### src/rtl/mem_arb_pkg.sv
// Shared types for the 2:1 memory arbiter: FSM states, owner encoding and
// the default starvation limit for the instruction port.
package mem_arb_pkg;

  typedef enum logic [1:0] {
    ST_IDLE = 2'd0,
    ST_ADDR = 2'd1,
    ST_DATA = 2'd2
  } arb_state_e;

  typedef enum logic {
    OWN_INST = 1'b0,
    OWN_DATA = 1'b1
  } owner_e;

  localparam int STARVE_LIMIT_DEF = 4;

  // Counter width able to hold 0..limit; never narrower than one bit.
  function automatic int cnt_width(input int limit);
    return (limit < 1) ? 1 : $clog2(limit + 1);
  endfunction

endpackage

### src/rtl/arb_starve_ctr.sv
// Starvation counter and priority override: data wins by default, inst wins once
// STARVE_LIMIT data grants have gone by while inst was waiting. Decision is combinational.
module arb_starve_ctr
  import mem_arb_pkg::*;
#(
  parameter int STARVE_LIMIT = STARVE_LIMIT_DEF
) (
  input  logic clk,
  input  logic rst,
  input  logic inst_req,
  input  logic data_req,
  input  logic grant_en,
  output logic grant_inst
);

  localparam int CW = cnt_width(STARVE_LIMIT);
  localparam logic [CW-1:0] LIMIT = CW'(STARVE_LIMIT);

  logic [CW-1:0] starve_cnt;
  logic          at_limit;

  assign at_limit   = (starve_cnt == LIMIT);
  assign grant_inst = inst_req && (!data_req || at_limit);

  // Only a data grant that bypasses a waiting inst request counts as starvation.
  always_ff @(posedge clk) begin
    if (!rst) begin
      starve_cnt <= '0;
    end else if (grant_en) begin
      if (grant_inst || !inst_req) begin
        starve_cnt <= '0;
      end else if (!at_limit) begin
        starve_cnt <= starve_cnt + CW'(1);
      end
    end
  end

endmodule

### src/rtl/mem_arbiter_2x1.sv
// Two-requester (inst/data) to one memory port arbiter, one transaction in flight.
// Latency: grant one cycle after request; addr/data handshakes pass straight through.
module mem_arbiter_2x1
  import mem_arb_pkg::*;
#(
  parameter int STARVE_LIMIT = STARVE_LIMIT_DEF
) (
  input  logic        clk,
  input  logic        rst,

  input  logic        inst_req,
  input  logic        inst_wr,
  input  logic [1:0]  inst_size,
  input  logic [31:0] inst_addr,
  input  logic [31:0] inst_wdata,
  output logic [31:0] inst_rdata,
  output logic        inst_addr_ok,
  output logic        inst_data_ok,

  input  logic        data_req,
  input  logic        data_wr,
  input  logic [1:0]  data_size,
  input  logic [31:0] data_addr,
  input  logic [31:0] data_wdata,
  output logic [31:0] data_rdata,
  output logic        data_addr_ok,
  output logic        data_data_ok,

  output logic        mem_req,
  output logic        mem_wr,
  output logic [1:0]  mem_size,
  output logic [31:0] mem_addr,
  output logic [31:0] mem_wdata,
  input  logic [31:0] mem_rdata,
  input  logic        mem_addr_ok,
  input  logic        mem_data_ok
);

  arb_state_e state_q, state_d;
  owner_e     owner_q, owner_d;
  logic       any_req;
  logic       grant_inst;
  logic       req_act;
  logic       addr_ok;
  logic       data_ok;
  logic       is_inst;

  assign any_req = inst_req | data_req;

  arb_starve_ctr #(
    .STARVE_LIMIT(STARVE_LIMIT)
  ) u_starve (
    .clk       (clk),
    .rst       (rst),
    .inst_req  (inst_req),
    .data_req  (data_req),
    .grant_en  ((state_q == ST_IDLE) && any_req),
    .grant_inst(grant_inst)
  );

  always_ff @(posedge clk) begin
    if (!rst) begin
      state_q <= ST_IDLE;
      owner_q <= OWN_DATA;
    end else begin
      state_q <= state_d;
      owner_q <= owner_d;
    end
  end

  always_comb begin
    state_d = state_q;
    owner_d = owner_q;
    req_act = 1'b0;
    addr_ok = 1'b0;
    data_ok = 1'b0;
    unique case (state_q)
      ST_IDLE: begin
        if (any_req) begin
          state_d = ST_ADDR;
          owner_d = grant_inst ? OWN_INST : OWN_DATA;
        end
      end
      ST_ADDR: begin
        req_act = 1'b1;
        addr_ok = mem_addr_ok;
        // A slave may complete address and data in the same cycle.
        if (mem_addr_ok) begin
          if (mem_data_ok) begin
            data_ok = 1'b1;
            state_d = ST_IDLE;
          end else begin
            state_d = ST_DATA;
          end
        end
      end
      ST_DATA: begin
        data_ok = mem_data_ok;
        if (mem_data_ok) begin
          state_d = ST_IDLE;
        end
      end
      default: state_d = ST_IDLE;
    endcase
  end

  assign is_inst = (owner_q == OWN_INST);

  // Handshakes are masked while reset is held so an in-flight beat cannot leak out.
  assign mem_req      = req_act & rst;
  assign inst_addr_ok = addr_ok & rst & is_inst;
  assign data_addr_ok = addr_ok & rst & ~is_inst;
  assign inst_data_ok = data_ok & rst & is_inst;
  assign data_data_ok = data_ok & rst & ~is_inst;

  assign mem_wr    = is_inst ? inst_wr    : data_wr;
  assign mem_size  = is_inst ? inst_size  : data_size;
  assign mem_addr  = is_inst ? inst_addr  : data_addr;
  assign mem_wdata = is_inst ? inst_wdata : data_wdata;

  assign inst_rdata = mem_rdata;
  assign data_rdata = mem_rdata;

endmodule

### config.mk
export PLATFORM = sky130hd
export DESIGN_NAME = mem_arbiter_2x1
export DESIGN_NICKNAME = d
export VERILOG_FILES = /design/src/rtl/mem_arb_pkg.sv /design/src/rtl/arb_starve_ctr.sv /design/src/rtl/mem_arbiter_2x1.sv
export SDC_FILE = /design/constraint.sdc
export NUM_CORES = 1
export LEC_CHECK = 0
export CORE_AREA = 2 2 118 120
export CTS_CLUSTER_DIAMETER = 60
export DETAILED_ROUTE_END_ITERATION = 8
export DIE_AREA = 0 0 120 122
export GPL_TIMING_DRIVEN = 0
export PLACE_DENSITY = 0.58
export SYNTH_ARGS = -nofsm -noshare
export SYNTH_HDL_FRONTEND = slang
export SYNTH_SLANG_ARGS = --single-unit
### constraint.sdc
create_clock -name clk -period 1.75 [get_ports clk]
set_input_delay 0.35 -clock clk [delete_from_list [all_inputs] [get_ports clk]]
set_output_delay 0.35 -clock clk [all_outputs]
set_load 0.005 [all_outputs]
==> flow_metrics.env <==
export IMPL_skew_ns=0.00207
export IMPL_routed_via_density=3.68
export IMPL_async_flop_share_pct=0
export IMPL_cts_tree="yes"
export IMPL_htree_levels=1
export IMPL_synthesis_nets=362
export IMPL_max_freq_mhz=557
export IMPL_slowest_delay_ns=0.40
export IMPL_antenna_found_initial=0
export IMPL_ant_nets=0
export IMPL_placed_cells=640
export IMPL_crit_buf_inv=3
export IMPL_route_detailed_drc=0
export IMPL_ctsRootBufferMaster="clkbuf_16"
export IMPL_drive_above_1_share_pct=50.3
export IMPL_grt_pass1_vias=2419
export IMPL_die_w_microns=120
export IMPL_crit_arrival_ns=1.44
export IMPL_vias=2448
export IMPL_start_util_pct=12.7
export IMPL_netlist_instances=185
export IMPL_path_max_fanout=5
export IMPL_slew_violations=0
export IMPL_grt_pass1_wl_microns=13600
export IMPL_num_rows=43
export IMPL_cp_start_kind="flip-flop"
export IMPL_die_area_sq_mm=0.0146
export IMPL_clk_latency_ns=0.23
export IMPL_setup_slack_ns=-0.0440
export IMPL_synth_seq_cells=6
export IMPL_ir_worst_vdd_uv=286
export IMPL_ys_flop_type="dfxtp_1"
export IMPL_totalWireLength_microns=9940
export IMPL_setup_viol=18
export IMPL_worstSetupEndpointType="primary output"
export IMPL_areaGrowthSynthToFinish_pct=201
export IMPL_syn_area_per_cell_sq_um=9.25
export IMPL_path_class="flip-flop to primary output"
export IMPL_path_cells="bufbuf_16, buf_4, mux2_2, buf_6"
export IMPL_seq_area_frac_synth_pct=7.02
export IMPL_grt_use_total_pct=11.9
export IMPL_final_common_cell="clkdlybuf4s50_1"
export IMPL_top_level_ports=308
export IMPL_min_period_ns=1.79
export IMPL_cp_top_family="buffers and inverters"
export IMPL_synth_edf_count=0
export IMPL_drtIter0Drc=45
export IMPL_diodes=0
export IMPL_place_area_sq_mm=0.00469
export IMPL_cts_clk_slew_worst_paths_ns=0.03
export IMPL_hold_start="u_starve.starve_cnt[2]"
export IMPL_holdWs_ns=0.567
export IMPL_max_slew_worst_pin_slew_ns=0.377
export IMPL_min_path_type="flip-flop to flip-flop"
export IMPL_tns_ns=-0.362
export IMPL_startpoint="owner_q"
export IMPL_core_area_sq_mm=0.0135
export IMPL_status="complete, but fails checks"
export IMPL_cap_violations=0
export IMPL_finalNetCount=664
export IMPL_cts_sinks=6
export IMPL_timing_final_hold_violations=0
export IMPL_die_y_microns=122
export IMPL_drt_pre_antenna_iters=4
export IMPL_p_leak_uw=0.00237
export IMPL_r2r_start="state_q[0]"
export IMPL_yosysWarnings=0
export IMPL_stdcell_area_sq_mm=0.00516
export IMPL_layout_cells_non_filler=665
export IMPL_synth_area_sq_mm=0.00171
export IMPL_power_total_uw=1960
export IMPL_grt_max_degree=11
export IMPL_avgRoutedWirePerCell_microns=14.9
export IMPL_synth_cell_types=29
export IMPL_gr_total_overflow=0
export IMPL_max_clock_path_buffers=2
export IMPL_final_cell_mix="clkdlybuf4s50_1 (201), buf_4 (70), buf_6 (47), mux2_4 (36), mux2_2 (31)"
export IMPL_hpwl_microns=8090
export IMPL_multi_input_area_sq_mm=0.00120
export IMPL_portBuffers=275
export IMPL_violations="negative setup slack"
export IMPL_cts_buffers=3
export IMPL_rsz0062_at_grt="yes"
export IMPL_regArea_sq_um=126
export IMPL_fill_cells=1325
export IMPL_gp_congestion=0.737
export IMPL_p_per_area_mw_per_mm2=380
export IMPL_cpMaxStageDelayCell="dfxtp_4"
export IMPL_relSlewSlack_pct=74.7
export IMPL_fin_crit_sh_pct=103
export IMPL_cts_hold_buffers=0
export IMPL_required_ns=1.40
cells in the mapped netlist, drive strengths merged, types with 2 or more instances:
cell type | number | area, sq um
buf | 72 | 542
a21oi | 3 | 15.0
nor2 | 2 | 10.0
o21ai | 2 | 13.8
nor2b | 2 | 12.5
mux2 | 67 | 754
mux2i | 2 | 20.0
ha | 5 | 62.6
inv | 4 | 15.0
dfxtp | 6 | 120
nand2 | 4 | 15.0
nor3b | 4 | 40.0
flip-flops by register name, indices dropped and copies added (netlist names):
signal               cells
owner_q                  1
state_q                  2
u_starve.starve_cnt      3
path summary, 6_finish.rpt:
path / endpoint / cells after the start / slack, ns
max: mem_wdata[22] / 4 / -0.04
min: u_starve.starve_cnt[2] / 2 / 0.57
max reg2reg: u_starve.starve_cnt[2] / 5 / 0.34
min reg2reg: u_starve.starve_cnt[2] / 2 / 0.57
power breakdown:
group	internal, uW	switching, uW	total, uW
Combinational	1020	407	1430
Clock	293	74.9	368
Sequential	152	13.7	166
metal layers:
| layer | global-route usage [%] | vias to the layer above | part of all wire (%) |
|---|---|---|---|
| li1 | - | 1180 | - |
| met1 | 13.1 | 1144 | 35 |
| met2 | 23.1 | 120 | 56 |
| met3 | 3.09 | 4 | 8.8 |
| met4 | 1.40 | 0 | 0.36 |
| met5 | 0 | - | 0 |
stage by stage:
step                      util (%)  setup slack [ns]
final                         38.2           -0.0440
after detailed placement      34.7            -0.547
after global placement        34.7            -0.508
after global routing          38.2           -0.0851
after floorplan                  -             0.419
after CTS                     37.6            -0.109
worst min-delay path, stage by stage, from the launching register on:
cell	delay (ns)
dfxtp_1	0.31
xor2_1	0.15
nor3b_1	0.06
cell families after synthesis:
family | Yosys count | share of synthesized area [%]
multiplexers | 69 | 45.2
AO/OA/AOI/OAI | 10 | 4.24
buffers and inverters | 76 | 32.5
flip-flops | 6 | 7.02
AND/OR/NAND/NOR | 17 | 6.29
adder cells (fa/ha/maj) | 5 | 3.65
XOR/XNOR | 2 | 1.02
timing repair:
action / CTS / global route
resized for setup: 342 / 41
setup buffers: 21 / 1
gates cloned: 2 / 1
endpoints found under the setup margin: 72 / 59
pin swaps: 1 / 1
cell type report:
type                            count  area share, %
Buffer                             70           11.2
Clock buffer                        3           1.46
Inverter                            4          0.291
Multi-Input combinational cell    103           23.3
Sequential cell                     6           2.45
Tap cell                          180           4.37
Timing Repair Buffer              299           56.9
No activity file was read; power rests on OpenSTA's default activity.
